`config.mk`:
```
export PLATFORM = sky130hd
export DESIGN_NAME = bbus_master
export DESIGN_NICKNAME = d
export VERILOG_FILES = /design/src/rtl/bbus_master_pkg.sv /design/src/rtl/bbus_master.sv
export SDC_FILE = /design/constraint.sdc
export NUM_CORES = 1
export LEC_CHECK = 0
export ABC_AREA = 0
export CAP_MARGIN = 20
export CORE_MARGIN = 8
export CORE_UTILIZATION = 46
export DETAILED_ROUTE_END_ITERATION = 7
export PLACE_DENSITY_LB_ADDON = 0.08
export SLEW_MARGIN = 20
export SYNTH_ARGS = -nofsm -noshare
export SYNTH_HDL_FRONTEND = slang
export SYNTH_SLANG_ARGS = --single-unit
```
`constraint.sdc`:
```
create_clock -name clk -period 4.8 [get_ports clk]
set_input_delay 0.48 -clock clk [delete_from_list [all_inputs] [get_ports clk]]
set_output_delay 0.48 -clock clk [all_outputs]
set_load 0.05 [all_outputs]
```
`src/rtl/bbus_master_pkg.sv`:
```
// bbus_master_pkg: shared B-bus direction encodings, FSM states and timing-counter helper
package bbus_master_pkg;
  localparam logic LVL_DIR_INPUT  = 1'b0;
  localparam logic LVL_DIR_OUTPUT = 1'b1;
  localparam logic DIR_INPUT      = 1'b0;
  localparam logic DIR_OUTPUT     = 1'b1;
  localparam int   BBUS_CNT_W     = 8;
  typedef enum logic [2:0] {
    BBUS_ST_IDLE,
    BBUS_ST_LVL_ON,
    BBUS_ST_SETUP,
    BBUS_ST_STROBE,
    BBUS_ST_HOLD,
    BBUS_ST_DRV_OFF
  } bbus_state_e;
  function automatic logic [BBUS_CNT_W-1:0] bbus_load(input int cycles);
    return BBUS_CNT_W'(cycles - 1);
  endfunction
endpackage

```
`src/rtl/bbus_master.sv`:
```
// bbus_master: SNES B-bus master turning single-beat requests into timed PARD/PAWR cycles; BBUS_MASTER_STATS_EN enables txn_count
module bbus_master
  import bbus_master_pkg::*;
#(
  parameter int TURN_CYCLES   = 1,
  parameter int SETUP_CYCLES  = 2,
  parameter int STROBE_CYCLES = 4,
  parameter int HOLD_CYCLES   = 2
) (
  input  logic        clk,
  input  logic        rst,
  input  logic        req_valid,
  output logic        req_ready,
  input  logic        req_write,
  input  logic [7:0]  req_addr,
  input  logic [7:0]  req_wdata,
  output logic        rsp_valid,
  output logic [7:0]  rsp_rdata,
  output logic [15:0] txn_count,
  output logic        pard_n,
  output logic        pawr_n,
  output logic        lvl_pa_dir,
  output logic        lvl_pd_dir,
  input  logic [7:0]  pa_in,
  output logic [7:0]  pa_out,
  output logic        pa_dir,
  input  logic [7:0]  pd_in,
  output logic [7:0]  pd_out,
  output logic        pd_dir
);
  bbus_state_e state, state_nx;
  logic [BBUS_CNT_W-1:0] cnt, cnt_nx;
  logic [7:0] addr_q, wdata_q, rdata_q;
  logic wr_q, hs, done, wr_nx, drive, rsp_nx;
  logic unused_pa;
  assign unused_pa = ^pa_in;
  assign hs = req_valid && req_ready;
  assign done = cnt == '0;
  assign wr_nx = hs ? req_write : wr_q;
  // next state; the single timing counter reloads on every state entry
  always_comb begin
    state_nx = state;
    cnt_nx = done ? cnt : cnt - 1'b1;
    case (state)
      BBUS_ST_IDLE:    if (hs)   begin state_nx = BBUS_ST_LVL_ON;  cnt_nx = bbus_load(TURN_CYCLES);   end
      BBUS_ST_LVL_ON:  if (done) begin state_nx = BBUS_ST_SETUP;   cnt_nx = bbus_load(SETUP_CYCLES);  end
      BBUS_ST_SETUP:   if (done) begin state_nx = BBUS_ST_STROBE;  cnt_nx = bbus_load(STROBE_CYCLES); end
      BBUS_ST_STROBE:  if (done) begin state_nx = BBUS_ST_HOLD;    cnt_nx = bbus_load(HOLD_CYCLES);   end
      BBUS_ST_HOLD:    if (done) begin state_nx = BBUS_ST_DRV_OFF; cnt_nx = bbus_load(TURN_CYCLES);   end
      BBUS_ST_DRV_OFF: if (done) state_nx = BBUS_ST_IDLE;
      default:         state_nx = BBUS_ST_IDLE;
    endcase
  end
  assign drive = state_nx inside {BBUS_ST_SETUP, BBUS_ST_STROBE, BBUS_ST_HOLD};
  assign rsp_nx = state == BBUS_ST_HOLD && state_nx == BBUS_ST_DRV_OFF;
  // state, captured request and all pad/response outputs registered from the next state
  always_ff @(posedge clk or posedge rst) begin
    if (rst) begin
      state      <= BBUS_ST_IDLE;
      cnt        <= '0;
      wr_q       <= 1'b0;
      addr_q     <= '0;
      wdata_q    <= '0;
      rdata_q    <= '0;
      req_ready  <= 1'b0;
      rsp_valid  <= 1'b0;
      rsp_rdata  <= '0;
      pard_n     <= 1'b1;
      pawr_n     <= 1'b1;
      lvl_pa_dir <= LVL_DIR_INPUT;
      lvl_pd_dir <= LVL_DIR_INPUT;
      pa_dir     <= DIR_INPUT;
      pd_dir     <= DIR_INPUT;
      pa_out     <= '0;
      pd_out     <= '0;
    end else begin
      state      <= state_nx;
      cnt        <= cnt_nx;
      wr_q       <= wr_nx;
      addr_q     <= hs ? req_addr : addr_q;
      wdata_q    <= hs ? req_wdata : wdata_q;
      rdata_q    <= (state == BBUS_ST_STROBE && done && !wr_q) ? pd_in : rdata_q;
      req_ready  <= state_nx == BBUS_ST_IDLE;
      rsp_valid  <= rsp_nx;
      rsp_rdata  <= (rsp_nx && !wr_q) ? rdata_q : '0;
      pard_n     <= !(state_nx == BBUS_ST_STROBE && !wr_q);
      pawr_n     <= !(state_nx == BBUS_ST_STROBE && wr_q);
      lvl_pa_dir <= state_nx != BBUS_ST_IDLE ? LVL_DIR_OUTPUT : LVL_DIR_INPUT;
      lvl_pd_dir <= (state_nx != BBUS_ST_IDLE && wr_nx) ? LVL_DIR_OUTPUT : LVL_DIR_INPUT;
      pa_dir     <= drive ? DIR_OUTPUT : DIR_INPUT;
      pd_dir     <= (drive && wr_q) ? DIR_OUTPUT : DIR_INPUT;
      pa_out     <= drive ? addr_q : '0;
      pd_out     <= (drive && wr_q) ? wdata_q : '0;
    end
  end
`ifdef BBUS_MASTER_STATS_EN
  // completed-transaction counter, wraps at 16 bits
  always_ff @(posedge clk or posedge rst) begin
    if (rst) txn_count <= '0;
    else if (rsp_valid) txn_count <= txn_count + 16'd1;
  end
`else
  assign txn_count = '0;
`endif
endmodule
```
==> impl_metrics.env <==
export IMPL_outcome="finished clean"
export IMPL_distinct_cells_synth=45
export IMPL_hold_depth=1
export IMPL_min_delay_start="rdata_q[2]"
export IMPL_clkSinkCount=68
export IMPL_synth_yosys_seq_area_share_pct=57.5
export IMPL_antenna_found_initial=0
export IMPL_syn_cell_area_um2=2960
export IMPL_via_count=1920
export IMPL_worst_setup_path_start_kind="flop"
export IMPL_critPathCaptureType="flop"
export IMPL_gr_usage_all_layers_pct=13.8
export IMPL_count_of_nets_left_with_antenna_violations_after_detail_routing=0
export IMPL_cts_hold_fix_buffers=0
export IMPL_time_the_final_worst_path_needs_with_i_o_delays_and_setup_ns=2.19
export IMPL_drt_first_pass_iters=4
export IMPL_timing_critical_path_arrival_ns=2.40
export IMPL_htree_num_levels=3
export IMPL_avgRoutedWirePerCell_um=15.7
export IMPL_placement_io_buffers=59
export IMPL_maximum_number_of_pins_on_one_net_before_global_route_repair=43
export IMPL_rr_endpoint="cnt[0]"
export IMPL_layout_cells_most_common="sky130_fd_sc_hd__dfrtp_1"
export IMPL_worst_pin_slew_ns=0.925
export IMPL_power_density_nw_per_um2=634
export IMPL_rsz_0062_raised_after_global_routing="no"
export IMPL_num_rows=29
export IMPL_fin_skew_ns=0.00848
export IMPL_hold_worst_slack_ns=0.472
export IMPL_postCtsResizedCells=0
export IMPL_nFillCells=534
export IMPL_dieArea_um2=9270
export IMPL_n_antenna_cell=0
export IMPL_irDropWorstVdd_uv=405
export IMPL_synth_avg_cell_area_um2=12.5
export IMPL_grt_first_pass_wirelength_mm=9.69
export IMPL_p_leak_uw=0.00163
export IMPL_core_um2=6280
export IMPL_hold_path_end="rsp_rdata[2]"
export IMPL_cp_data_required_time_ns=5.02
export IMPL_timing_fmax_mhz=457
export IMPL_cts_buffers_inserted=9
export IMPL_drv_max_cap_violation_count=0
export IMPL_top_ff_cell_synth="sky130_fd_sc_hd__dfrtp_1"
export IMPL_clkTransAtPathRegs_ns=0.08
export IMPL_timing_final_hold_violations=0
export IMPL_edff_count_synth=0
export IMPL_post_route_cells_drive_above_1_share_pct=18.5
export IMPL_drt_total_wl_mm=5.96
export IMPL_final_min_period_over_clock_period_pct=45.6
export IMPL_synth_async_sr_flop_share_pct=100
export IMPL_overflow=0
export IMPL_timing_setup_tns_ns=0
export IMPL_first_global_vias=1999
export IMPL_detail_route_drc_violations=0
export IMPL_die_h_um=96.3
export IMPL_max_clock_path_buffers=2
export IMPL_timing_setup_critical_path_class="flop to flop"
export IMPL_routabilityCongestion=0.712
export IMPL_syn_inst=237
export IMPL_nNetsFinal=337
export IMPL_vias_per_cell=5.07
export IMPL_yosys_warnings=0
export IMPL_initial_core_util_pct=47.2
export IMPL_report_final_setup_viol=0
export IMPL_synth_seq_cells=68
export IMPL_fp_dieW_um=96.3
export IMPL_slew_violations=0
export IMPL_postCtsSetupBuffers=0
export IMPL_post_route_non_filler_standard_cell_count=379
export IMPL_library_cell_used_as_clock_root_buffer="sky130_fd_sc_hd__clkbuf_8"
export IMPL_layout_cells_most_common_list="66 x sky130_fd_sc_hd__dfrtp_1, 59 x sky130_fd_sc_hd__clkdlybuf4s50_1, 25 x sky130_fd_sc_hd__mux2_2, 17 x sky130_fd_sc_hd__a211oi_1, 16 x sky130_fd_sc_hd__conb_1"
export IMPL_io_pins=84
export IMPL_detailed_place_hpwl_mm=4.18
export IMPL_tritoncts="yes"
export IMPL_crit_fanout=4
export IMPL_worstRegToRegCells=7
export IMPL_ff2ff_setup_slack_ns=2.61
export IMPL_layout_area_overhead_vs_synth_pct=26.3
export IMPL_post_placement_cell_count=363
export IMPL_first_iter_violations=70
export IMPL_worst_hold_path_type="flop to flop"
export IMPL_worst_slew_margin_rel_pct=38.3
export IMPL_worst_skew_pair_late_latency_ns=0.34
export IMPL_crit_reg2reg_launch="cnt[0]"
==> layer usage <==
metal | global-route usage (%) | up-vias | wire length (µm)
li1 | - | 917 | -
met1 | 16.9 | 933 | 2580
met2 | 20.3 | 62 | 2770
met3 | 5.15 | 8 | 510
met4 | 8.19 | 0 | 94
met5 | 0 | - | 0
==> synthesized netlist by cell type, drive strengths merged (2+ instances only) <==
cell / n / share of area (%)
or3: 4 / 0.84
o21a: 2 / 0.51
or4: 3 / 0.76
and2: 8 / 1.7
nor2: 6 / 0.76
or3b: 2 / 0.59
mux2: 25 / 9.5
a211oi: 18 / 4.7
ha: 4 / 1.7
inv: 16 / 2.0
clkbuf: 7 / 0.89
nor4: 4 / 1.9
buf: 20 / 5.1
a21oi: 6 / 1.0
xnor2: 2 / 0.59
dfrtp: 66 / 56
nand2: 12 / 1.5
nor3b: 3 / 0.76
dfstp: 2 / 1.8
o21ai: 6 / 1.4
a211o: 2 / 0.59
==> critical path: stages, from the launching register on <==
cell and delay, ns:
sky130_fd_sc_hd__dfrtp_1 0.39, sky130_fd_sc_hd__inv_1 0.11, sky130_fd_sc_hd__ha_1 0.21, sky130_fd_sc_hd__nor3b_1 0.32, sky130_fd_sc_hd__nand2_1 0.19, sky130_fd_sc_hd__ha_1 0.35
sky130_fd_sc_hd__a21oi_1 0.04, sky130_fd_sc_hd__mux4_2 0.46
==> final cells by class <==
type                            count  area (µm²)  share of cell area, %
Sequential cell                    68        1700                   45.5
Multi-Input combinational cell    140        1070                   28.7
Timing Repair Buffer               61         606                   16.2
Clock buffer                        9         124                   3.31
Tap cell                           77        96.3                   2.57
Clock inverter                      7        77.6                   2.07
Inverter                           17        63.8                   1.70
==> how the worst max path moves through the flow <==
stage	to	startpoint	slack, ns
2_1_floorplan	addr_q[0]	rst	2.61
3_3_place_gp	cnt[1]	req_valid	2.47
3_5_place_dp	cnt[1]	req_valid	2.47
4_1_cts	cnt[0]	cnt[0]	2.61
5_1_grt	cnt[0]	cnt[0]	2.35
6_report	cnt[0]	cnt[0]	2.61
==> power breakdown <==
group          total, µW  switching, µW  internal (µW)
logic                948            567            381
registers            960            168            792
clock network        465            222            242
total               2370            958           1420
==> per-stage QoR <==
stage	utilization, %	area [µm²]	setup WS, ns	power (µW)
global route	59.7	3740	2.35	2520
CTS	59.7	3740	2.61	2400
detailed placement	56.4	3540	2.47	1930
finish	59.7	3740	2.61	2370
global placement	56.4	3540	2.47	1900
floorplan	-	3020	2.61	1660
==> flip-flops by register name, indices dropped and copies added, names as in the netlist <==
register,cells
state,3
rsp_valid,1
pard_n,1
addr_q,8
pa_out,8
pd_out,8
pawr_n,1
pd_dir,1
cnt,8
rdata_q,8
pa_dir,1
lvl_pd_dir,1
rsp_rdata,8
wr_q,1
wdata_q,8
lvl_pa_dir,1
req_ready,1
==> cells by family (layout without fill, tap and decap cells) <==
family	after synthesis	after routing	share of synthesized area (%)
compound gates	43	43	10.9
xor+xnor	3	3	0.887
fa+ha+maj	4	4	1.69
buf+inv	44	94	8.19
flops	68	68	57.5
mux	26	26	10.3
other cells	1	16	0.127
simple gates	48	48	10.4
No activity file was read; power rests on OpenSTA's default activity.
==> edit (config.mk and constraints unchanged) <==
The option `BBUS_MASTER_STATS_EN` is turned on by a define.
--- a/src/rtl/bbus_master.sv
+++ b/src/rtl/bbus_master.sv
@@ -1,2 +1,4 @@
 // bbus_master: SNES B-bus master turning single-beat requests into timed PARD/PAWR cycles; BBUS_MASTER_STATS_EN enables txn_count
+`define BBUS_MASTER_STATS_EN
+
 module bbus_master
Check against the original RTL: same outputs for any inputs over 10 cycles, from zero or initial values and one cycle with rst high; that may be too few to reach the edited logic, so the function may still have changed.
==> edit against the original RTL <==
  * Final cell count is 16% higher
  * Wire length is 9.3% higher
  * Non-clock buffer count is 16 higher
  * Critical endpoint is now pd_out[7]
  * Design area is 18% higher
  * Setup slack worse by 0.079 ns
  * Synthesized area is 11% higher
  * Sequential cell count is 16 higher
  * Combinational power is 2.8% lower
  * Total power is 11% higher
==> edit: results (changes against the original RTL) <==
- Status: completed (unchanged)
- Part of the Yosys area used for sequential elements: 63.69% (was 57.49%)
- Slew @ Worst Pin: 1.010 ns (was 0.9249 ns)
- Drt initial violations: 136 (was 70)
- Vias in the first global route: 2,186 (was 1,999)
- Clock transition at path regs: 0.08 ns (about the same)
- DP Area: 4163 sq um (was 3543 sq um)
- Skew-Pair Late Insertion Delay: 0.33 ns
- Peak per-stage delay on the critical path: 0.81 ns (was 0.46 ns)
- Nets@finish: 375 (was 337)
- Worst EP arrival: 2.54 ns (was 2.40 ns)
- Vias: 2,134 (was 1,920)
- Fillers: 574 (was 534)
- DP HPWL: 4574 um (was 4181 um)
- Post-synthesis compound-gate area fraction: 2.688% (was 10.93%)
- Most common library cells after synthesis: dfrtp_1 (82), mux2_2 (27), and2_1 (18) (was dfrtp_1 (66), mux2_2 (25), a211oi_1 (17))
- Hold Buf Count CTS: 0 (unchanged)
- Adder-cell share of the synthesized area: 1.515% (was 1.688%)
- Largest reg by FF count: txn_count
- Top delay family on crit path: compound AO/OA/AOI/OAI gates (was adder cells)
- Synth Instances: 253 (was 237)
- Slowest stage cell on the critical path: o21ai_1 (was mux4_2)
- Layout cells sized above 1: 15.59% (was 18.54%)
- VDD IR max: 0.0002989 V (was 0.0004054 V)
- Psw: 936.3 uW (was 957.6 uW)
- Cell variety after synth: 38 (was 45)
- HP Class: in -> async (was reg -> reg)
- Static Leak: 0.001957 uW (was 0.001634 uW)
- N_diodes: 0 (unchanged)
- Clk_skew: 0.009332 ns (was 0.008477 ns)
- GP Congestion: 0.7808 (was 0.7119)
- Total wire length: 6515 um (was 5959 um)
- Net Count, Synth: about 300
- Synth Area in XOR/XNOR: 5.566% (was 0.8864%)
- Largest net degree at the start of global routing: 58 (was 43)
- Mux share of post-synthesis cell area: 9.201% (was 10.26%)
- # port buffers: 75 (was 59)
- Global-route wire length before repair: 10,720 um (was 9687 um)
- Placed cell count: 422 (was 363)
- Total track usage: 13.48% (was 13.80%)
- WL/cell: 14.84 um (was 15.72 um)
- Top post-synthesis cells by area: dfrtp_1 (62%), mux2_2 (9.2%), xnor2_1 (4.0%) (was dfrtp_1 (56%), mux2_2 (9.5%), a211oi_1 (4.3%))
- Max FO, Critical Path: 18 (was 4)
[edit: changes by cell type in the layout (fill, tap and decap cells not counted), moves of 11 or more]
cell,before,now
clkdlybuf4s50_1,59,75
xnor2_1,2,15
conb_1,16,0
a211oi_1,17,0
nor2_1,6,17
dfrtp_1,66,82
[edit: final cells by class]
class	instances	area (sq um)	share of cell area (%)
multi-input cells	156	1149	25.92
flip-flops and latches	84	2105	47.49
repair buffers	77	778.2	17.56
clock inverters	5	107.6	2.428
well taps	99	123.9	2.795
clock buffers	11	141.4	3.190
inverters	7	27.53	0.6211
[edit: through the flow]
stage | power (uW) | worst slack, ns
floorplan | 1741 | 2.158
global placement | 2016 | 2.391
detailed placement | 2040 | 2.374
CTS | 2659 | 2.436
global route | 2776 | 2.284
finish | 2624 | 2.533
[edit: power by group through the flow]
stage	Sequential, uW	Combinational (uW)	Clock [uW]
2_1_floorplan	1340	399	0
3_3_place_gp	1100	918	0
3_5_place_dp	1110	932	0
4_1_cts	1100	936	625
5_1_grt	1130	996	653
6_report	1090	921	611
[edit: worst paths after layout]
check	slack, ns	end	start	depth (start not counted)
setup / recovery	2.53	pd_out[7]	cnt[0]	6
hold / removal	0.45	txn_count[4]	rst	2
setup reg to reg	2.53	pd_out[7]	cnt[0]	6
hold reg to reg	0.47	pa_out[5]	addr_q[5]	1
max in group asynchronous	3.39	pard_n	rst	4
min in group clk	0.47	pa_out[5]	addr_q[5]	1
[edit: layer usage]
metal	share of wire [%]	routed length [um]	global-route usage, %	up-vias
met5	0	0	0	-
met4	1.3	86	5.698	0
met3	9.6	627	5.387	8
met2	46	2978	20.43	60
met1	43	2823	16.61	1042
li1	-	-	-	1024
[edit: cells by family (layout without fill, tap and decap cells)]
| group | count (synthesis) | in the layout |
|---|---|---|
| AND/OR/NAND/NOR | 90 | 90 |
| flip-flops | 84 | 84 |
| multiplexers | 27 | 27 |
| XOR/XNOR | 21 | 21 |
| AO/OA/AOI/OAI | 14 | 14 |
| buffers and inverters | 13 | 100 |
| adder cells (fa/ha/maj) | 4 | 4 |
